**config.mk**
```make
export PLATFORM = sky130hd
export DESIGN_NAME = mem_stage
export DESIGN_NICKNAME = d
export VERILOG_FILES = /design/src/rtl/mips_pkg.sv /design/src/rtl/reg_exe_mem.sv /design/src/rtl/mem_stage.sv
export SDC_FILE = /design/constraint.sdc
export NUM_CORES = 1
export LEC_CHECK = 0
export ABC_AREA = 1
export CAP_MARGIN = 15
export CORE_MARGIN = 4
export CORE_UTILIZATION = 42
export DETAILED_ROUTE_END_ITERATION = 6
export PLACE_DENSITY = 0.87
export SYNTH_ARGS = -nofsm -noshare
export SYNTH_HDL_FRONTEND = slang
export SYNTH_HIERARCHICAL = 1
export SYNTH_SLANG_ARGS = --single-unit
export TNS_END_PERCENT = 100
```
**constraint.sdc**
```tcl
create_clock -name clk -period 2.1 [get_ports clk]
set_clock_uncertainty 0.15 [all_clocks]
set_input_delay 0.42 -clock clk [delete_from_list [all_inputs] [get_ports clk]]
set_output_delay 0.42 -clock clk [all_outputs]
set_load 0.05 [all_outputs]
```
**src/rtl/mips_pkg.sv**
```systemverilog
// Shared widths, instruction tag encodings and memory-stage FSM encoding
// for the five-stage MIPS pipeline.
package mips_pkg;

   localparam int DEF_DATA_W = 32;
   localparam int DEF_REG_W  = 5;
   localparam int DEF_TAG_W  = 4;

   typedef enum logic [3:0] {
      INS_NOP    = 4'd0,
      INS_ALU    = 4'd1,
      INS_LOAD   = 4'd2,
      INS_STORE  = 4'd3,
      INS_BRANCH = 4'd4,
      INS_JUMP   = 4'd5
   } ins_type_e;

   typedef enum logic [1:0] {
      MS_IDLE  = 2'd0,
      MS_WAIT  = 2'd1,
      MS_ABORT = 2'd2
   } mem_state_e;

   // Word accesses only: both low address bits must be clear.
   function automatic logic word_aligned(input logic [1:0] addr_lsb);
      return (addr_lsb == 2'b00);
   endfunction

endpackage

```
**src/rtl/reg_exe_mem.sv**
```systemverilog
// EXE/MEM pipeline register: captures the EX bundle when enabled, holds otherwise.
// Async active-low clear turns the slot into a bubble.
module reg_exe_mem
   import mips_pkg::*;
#(
   parameter int DATA_W = DEF_DATA_W,
   parameter int REG_W  = DEF_REG_W,
   parameter int TAG_W  = DEF_TAG_W
) (
   input  logic              clk,
   input  logic              rst_n,
   input  logic              en,
   input  logic              wreg_d,
   input  logic              m2reg_d,
   input  logic              wmem_d,
   input  logic [DATA_W-1:0] aluR_d,
   input  logic [DATA_W-1:0] inB_d,
   input  logic [REG_W-1:0]  destR_d,
   input  logic [TAG_W-1:0]  ins_type_d,
   input  logic [TAG_W-1:0]  ins_number_d,
   output logic              wreg_q,
   output logic              m2reg_q,
   output logic              wmem_q,
   output logic [DATA_W-1:0] aluR_q,
   output logic [DATA_W-1:0] inB_q,
   output logic [REG_W-1:0]  destR_q,
   output logic [TAG_W-1:0]  ins_type_q,
   output logic [TAG_W-1:0]  ins_number_q
);

   // Slot register, frozen while the memory stage stalls.
   always_ff @(posedge clk or negedge rst_n) begin
      if (!rst_n) begin
         wreg_q       <= 1'b0;
         m2reg_q      <= 1'b0;
         wmem_q       <= 1'b0;
         aluR_q       <= {DATA_W{1'b0}};
         inB_q        <= {DATA_W{1'b0}};
         destR_q      <= {REG_W{1'b0}};
         ins_type_q   <= {TAG_W{1'b0}};
         ins_number_q <= {TAG_W{1'b0}};
      end else if (en) begin
         wreg_q       <= wreg_d;
         m2reg_q      <= m2reg_d;
         wmem_q       <= wmem_d;
         aluR_q       <= aluR_d;
         inB_q        <= inB_d;
         destR_q      <= destR_d;
         ins_type_q   <= ins_type_d;
         ins_number_q <= ins_number_d;
      end
   end

endmodule

```
**src/rtl/mem_stage.sv**
```systemverilog
// MIPS memory stage: EXE/MEM slot, data-memory req/ack handshake with timeout,
// upstream stall generation and the registered MEM/WB boundary.
module mem_stage
   import mips_pkg::*;
#(
   parameter int DATA_W  = DEF_DATA_W,
   parameter int REG_W   = DEF_REG_W,
   parameter int TAG_W   = DEF_TAG_W,
   parameter int TIMEOUT = 15
) (
   input  logic              clk,
   input  logic              rst_n,
   input  logic              ex_wreg,
   input  logic              ex_m2reg,
   input  logic              ex_wmem,
   input  logic [DATA_W-1:0] ex_aluR,
   input  logic [DATA_W-1:0] ex_inB,
   input  logic [REG_W-1:0]  ex_destR,
   input  logic [TAG_W-1:0]  EXE_ins_type,
   input  logic [TAG_W-1:0]  EXE_ins_number,
   output logic              dmem_req,
   output logic              dmem_we,
   output logic [DATA_W-1:0] dmem_addr,
   output logic [DATA_W-1:0] dmem_wdata,
   input  logic [DATA_W-1:0] dmem_rdata,
   input  logic              dmem_ack,
   output logic              mem_stall,
   output logic              mem_err,
   output logic              mem_wreg,
   output logic              mem_m2reg,
   output logic [DATA_W-1:0] mem_aluR,
   output logic [DATA_W-1:0] mem_rdata,
   output logic [REG_W-1:0]  mem_destR,
   output logic [TAG_W-1:0]  MEM_ins_type,
   output logic [TAG_W-1:0]  MEM_ins_number
);

   localparam int CNT_W = (TIMEOUT > 2) ? $clog2(TIMEOUT) : 1;
   localparam logic [CNT_W-1:0] CNT_LIMIT = CNT_W'(TIMEOUT - 1);

   logic              m_wreg_q, m_m2reg_q, m_wmem_q;
   logic [DATA_W-1:0] m_aluR_q, m_inB_q;
   logic [REG_W-1:0]  m_destR_q;
   logic [TAG_W-1:0]  m_ins_type_q, m_ins_number_q;

   mem_state_e        state_q, state_d;
   logic [CNT_W-1:0]  cnt_q, cnt_d;
   logic              mem_op_s, misalign_s, abort_s, done_s;

   logic              mem_err_q, mem_err_d;
   logic              mem_wreg_q, mem_wreg_d, mem_m2reg_q, mem_m2reg_d;
   logic [DATA_W-1:0] mem_aluR_q, mem_aluR_d, mem_rdata_q, mem_rdata_d;
   logic [REG_W-1:0]  mem_destR_q, mem_destR_d;
   logic [TAG_W-1:0]  mem_type_q, mem_type_d, mem_num_q, mem_num_d;

   reg_exe_mem #(.DATA_W(DATA_W), .REG_W(REG_W), .TAG_W(TAG_W)) u_reg_exe_mem (
      .clk          (clk),
      .rst_n        (rst_n),
      .en           (~mem_stall),
      .wreg_d       (ex_wreg),
      .m2reg_d      (ex_m2reg),
      .wmem_d       (ex_wmem),
      .aluR_d       (ex_aluR),
      .inB_d        (ex_inB),
      .destR_d      (ex_destR),
      .ins_type_d   (EXE_ins_type),
      .ins_number_d (EXE_ins_number),
      .wreg_q       (m_wreg_q),
      .m2reg_q      (m_m2reg_q),
      .wmem_q       (m_wmem_q),
      .aluR_q       (m_aluR_q),
      .inB_q        (m_inB_q),
      .destR_q      (m_destR_q),
      .ins_type_q   (m_ins_type_q),
      .ins_number_q (m_ins_number_q)
   );

   assign dmem_addr  = m_aluR_q;
   assign dmem_wdata = m_inB_q;
   assign dmem_we    = m_wmem_q;

   // Handshake request, slot completion and upstream stall.
   always_comb begin
      mem_op_s   = m_m2reg_q | m_wmem_q;
      misalign_s = mem_op_s & ~word_aligned(m_aluR_q[1:0]);
      abort_s    = (state_q == MS_ABORT);
      dmem_req   = mem_op_s & ~misalign_s & ~abort_s;
      done_s     = ~mem_op_s | misalign_s | abort_s | (dmem_req & dmem_ack);
      mem_stall  = mem_op_s & ~done_s;
   end

   // Wait-state tracking; an ack on the limit cycle still completes normally.
   always_comb begin
      state_d = state_q;
      cnt_d   = cnt_q;
      case (state_q)
         MS_IDLE: begin
            if (dmem_req && !dmem_ack) begin
               state_d = MS_WAIT;
               cnt_d   = CNT_W'(0);
            end else begin
               state_d = MS_IDLE;
            end
         end
         MS_WAIT: begin
            if (dmem_ack) begin
               state_d = MS_IDLE;
            end else begin
               cnt_d = cnt_q + CNT_W'(1);
               if (cnt_d == CNT_LIMIT) begin
                  state_d = MS_ABORT;
               end else begin
                  state_d = MS_WAIT;
               end
            end
         end
         MS_ABORT: begin
            state_d = MS_IDLE;
            cnt_d   = CNT_W'(0);
         end
         default: begin
            state_d = MS_IDLE;
            cnt_d   = CNT_W'(0);
         end
      endcase
   end

   // Next MEM/WB contents: the completed slot, or a bubble while stalled.
   always_comb begin
      mem_err_d = mem_err_q | misalign_s | abort_s;
      if (done_s) begin
         mem_wreg_d  = m_wreg_q & ~misalign_s & ~abort_s;
         mem_m2reg_d = m_m2reg_q;
         mem_aluR_d  = m_aluR_q;
         mem_rdata_d = (m_m2reg_q & dmem_req & dmem_ack) ? dmem_rdata : {DATA_W{1'b0}};
         mem_destR_d = m_destR_q;
         mem_type_d  = m_ins_type_q;
         mem_num_d   = m_ins_number_q;
      end else begin
         mem_wreg_d  = 1'b0;
         mem_m2reg_d = 1'b0;
         mem_aluR_d  = {DATA_W{1'b0}};
         mem_rdata_d = {DATA_W{1'b0}};
         mem_destR_d = {REG_W{1'b0}};
         mem_type_d  = {TAG_W{1'b0}};
         mem_num_d   = {TAG_W{1'b0}};
      end
   end

   // FSM, sticky error and MEM/WB registers.
   always_ff @(posedge clk or negedge rst_n) begin
      if (!rst_n) begin
         state_q     <= MS_IDLE;
         cnt_q       <= CNT_W'(0);
         mem_err_q   <= 1'b0;
         mem_wreg_q  <= 1'b0;
         mem_m2reg_q <= 1'b0;
         mem_aluR_q  <= {DATA_W{1'b0}};
         mem_rdata_q <= {DATA_W{1'b0}};
         mem_destR_q <= {REG_W{1'b0}};
         mem_type_q  <= {TAG_W{1'b0}};
         mem_num_q   <= {TAG_W{1'b0}};
      end else begin
         state_q     <= state_d;
         cnt_q       <= cnt_d;
         mem_err_q   <= mem_err_d;
         mem_wreg_q  <= mem_wreg_d;
         mem_m2reg_q <= mem_m2reg_d;
         mem_aluR_q  <= mem_aluR_d;
         mem_rdata_q <= mem_rdata_d;
         mem_destR_q <= mem_destR_d;
         mem_type_q  <= mem_type_d;
         mem_num_q   <= mem_num_d;
      end
   end

   assign mem_err        = mem_err_q;
   assign mem_wreg       = mem_wreg_q;
   assign mem_m2reg      = mem_m2reg_q;
   assign mem_aluR       = mem_aluR_q;
   assign mem_rdata      = mem_rdata_q;
   assign mem_destR      = mem_destR_q;
   assign MEM_ins_type   = mem_type_q;
   assign MEM_ins_number = mem_num_q;

endmodule

```
==> key figures <==
Outcome
  – Run status: completed

Route
  – Drt initial violations: 259
  – DR WL/cell: 14.62 microns
  – Number of vias per cell after detailed routing: 4.525
  – Drc violations: 0
  – Vias: 5018
  – Antenna violation net count after detailed routing: 0
  – Length of the first detailed-routing pass in iterations: 4
  – Total Routed Length: between 15 and 20 mm

Floorplanning
  – Die Height: between 100 and 150 microns
  – Ports: 262
  – Placeable Area: between 0.01 and 0.015 sq mm
  – Initial Utilization: 43.61%
  – Die area: 0.01664 sq mm
  – Die width: 129.0 microns
  – Standard-cell rows: 43

Flow run
  – MaxCap Viol Count: 0

Synth
  – Netlist Area Pre-Place: just over 0.006 sq mm
  – Post-synthesis cell type count: 18
  – Yosys synthesis warning count: 6
  – Number of flip-flops and latches in the synthesized netlist: roughly 170
  – Total nets after synthesis: about 760
  – Most frequent cell after synthesis: nand2_1
  – EDFF count, synth: 0
  – Most used standard cells in the synthesized netlist: nand2_1 (262), dfrtp_1 (166), inv_1 (87)
  – Most frequently used flop master after synthesis: dfrtp_1
  – Yosys top cell by area: dfrtp_1
  – Synthesized area divided by synthesized cell count: 9.530 sq um
  – Area share of the leading cell type in the synthesized netlist: 67.58%
  – Sequential fraction of the synthesis area: 67.58%
  – Most area-consuming cells after synthesis: dfrtp_1 (68%), nand2_1 (16%), inv_1 (5.3%), nor2_1 (5.1%), buf_6 (2.7%)
  – Synthesized instance count: roughly 650
  – Share of flip-flops with an asynchronous set or reset after synthesis: 100.0%

Layout
  – Synthesis-to-layout area growth: 52.68%
  – Area occupied by registers: ~0.0042 sq mm
  – Cell Count, Final, Fillers Out: 1109
  – Fin nets: 1035
  – Inserted Diodes: 0
  – Fraction of layout cells with a size suffix above 1: 12.38%
  – Count of filler cells inserted in the layout: 1159
  – Area of combinational cells with multiple inputs: about 0.0015 sq mm

Placement
  – Placed wire-length estimate: about 12 mm
  – Number of I/O port buffers: 261
  – Post-placement worst setup slack: -6.023 ps
  – Post-placement cell count: 1077
  – Routability cong.: 0.8253

Timing
  – Final hold vios: 0
  – Max Freq: 488.2 MHz
  – Unrepaired setup endpoints after global routing: yes
  – Setup violations, final: 0
  – Max Transition Viols Final: 0
  – Setup TNS Final: 0 ps
  – Relative max-transition margin: 64.48%
  – Period utilization: a little over nine tenths
  – Post-route worst setup slack: roughly 52 ps
  – Tightest Pin Transition: around 530 ps
  – Period minus WS final: 2048 ps
  – Tightest hold margin: 310.8 ps

Pwr
  – Internal portion of total power: 5.979 mW
  – Clock power share: 36.2%
  – Logic gate share of total power: 21.9%
  – Switching Power: 2.623 mW
  – Power density cells: approximately 920 mW/mm^2
  – Leakage: 5.125 nW
  – Worst VDD drop: around 530 uV
  – Sequential fraction of design power: 41.9%
  – Switching power share of the total: 30.50%

Setup path
  – Crit path capture type: output port
  – Origin of the critical flop-to-flop path: u_reg_exe_mem/aluR_q[1]
  – Cells traversed along the worst timing path: nor2_4, o21ai_2, buf_4, nor2_4, buf_12
  – Type of origin of the critical path: register
  – Startpoint of the most critical setup path: u_reg_exe_mem/aluR_q[1]
  – Data arrival time of the critical path: 1480 ps
  – Worst stage delay on the critical path: 400 ps
  – Slack of the worst reg-to-reg path: 300 ps
  – Data required time of the worst path: 1530 ps
  – Cell seen most often among critical-path stages: nor2_4
  – Standard cell with the maximum stage delay on the critical path: dfrtp_1
  – Maximum fanout along the worst path: 2
  – Category of the critical setup timing path: reg2out

Global routing
  – Largest net degree at the start of global routing: 61
  – GRT Util Overall: about a fifth
  – Via count of the first global-routing pass: 5257
  – Global-route wire length before repair: 25.61 mm
  – Overflow after GRT: 0
  – Number of antenna violations at the first check in global routing: 0

CTS
  – Bufs on Longest Clock Path: 2
  – Register clock-pin slew on the reported worst setup and hold paths: 60 ps
  – Clk_lat worst skew: roughly 420 ps
  – CTS tree: yes
  – Buffer cell driving the clock tree root: clkbuf_16
  – Total number of H-tree levels: 4
  – Number of clock sinks seen by CTS: approximately 170
  – Number of buffers inserted during clock tree synthesis: 17

Worst hold path
  – Worst hold path type: in2async
-- metrics by stage --
step | cell area [sq um] | util [%] | total power [mW]
6_report | 9385 | 66.58 | 8.602
2_1_floorplan | 6152 | - | 4.787
5_1_grt | 9385 | 66.58 | 8.955
3_5_place_dp | 8879 | 62.99 | 5.647
3_3_place_gp | 8879 | 62.99 | 5.608
4_1_cts | 9380 | 66.55 | 8.677
-- critical path: cells and delay by family, from the launching register on --
| family | cells | cell delay, ps |
|---|---|---|
| AOI/OAI and AO/OA | 1 | 100 |
| DFF | 1 | 400 |
| buffers and inverters | 2 | 300 |
| and+or+nand+nor | 2 | 250 |
-- flip-flops by register name, summed over array words and instances, names as in the netlist, 5 cells and up --
register and count:
mem_aluR 32, mem_destR 5, mem_rdata 32, u_reg_exe_mem/aluR_q 32, u_reg_exe_mem/destR_q 5, u_reg_exe_mem/inB_q 32
-- layout by cell type (no fill, tap or decap) --
master           synthesis  layout
clkbuf_16                0      17
clkbuf_1                 2       3
nand4_2                  1       1
bufinv_16                0       3
inv_2                    0       1
nor3_4                   0       1
nor2_4                   0       2
nand2_1                262     262
o21ai_0                  1       1
o21ai_2                  0       1
or2_2                    1       1
dlygate4sd3_1            0       1
ha_1                     2       2
nor2_1                  83      81
buf_4                    1      64
dlygate4sd2_1            0      93
clkinvlp_4               0       4
dfrtp_1                166     166
buf_6                   15       1
clkinv_2                 0       1
nor2_2                   6       6
nand3_1                  4       4
clkdlybuf4s50_1          0     113
nand4_1                  2       2
clkbuf_8                 0       2
inv_1                   87      86
buf_12                   0       9
inv_6                    1       1
-- routing by layer --
metal / part of all wire (%) / global-route usage, %
met1: 37 / 21.57
met2: 54 / 35.67
met3: 7.0 / 6.268
met4: 2.5 / 7.844
met5: 0 / 0
-- cell type report --
cell class | count | area share [%]
inverter | 88 | 3.573
clock inverter | 8 | 1.333
clock buffer | 22 | 4.946
timing repair buffer | 281 | 28.00
tap | 180 | 2.400
multi-input combinational | 364 | 15.49
sequential | 166 | 44.26
-- logic make-up (layout without fill, tap and decap cells) --
family,count (synthesis),after routing,share of synthesized area (%)
AND/OR/NAND/NOR,360,360,22.67
flip-flops,166,166,67.58
adder cells (fa/ha/maj),2,2,0.4070
AO/OA/AOI/OAI,2,2,0.1627
buffers and inverters,115,399,9.180
-- power by group through the flow --
stage,clock [mW],sequential [mW],combinational [mW]
4_1_cts,3.17,3.60,1.90
3_3_place_gp,0,3.65,1.96
3_5_place_dp,0,3.66,1.99
2_1_floorplan,0,4.44,0.348
5_1_grt,3.31,3.64,2.01
6_report,3.12,3.60,1.88
-- timing repair --
item | CTS | global route
endpoints found under the setup margin | 95 | 2
hold endpoints to repair | 30 | 0
pin swaps | 2 | 3
hold buffers | 1 | 0
buffers inserted | 1 | 0
resized for setup | 96 | 1
-- path summary, 6_finish.rpt --
check / to / cells past startpoint
max: dmem_req / 5
min: u_reg_exe_mem/inB_q[24] / 2
max reg2reg: u_reg_exe_mem/ins_type_q[2] / 9
min reg2reg: u_reg_exe_mem/ins_number_q[3] / 2
max in group asynchronous: mem_rdata[15] / 3
min in group clk: u_reg_exe_mem/ins_number_q[3] / 2
(Power assumes the default switching activity.)
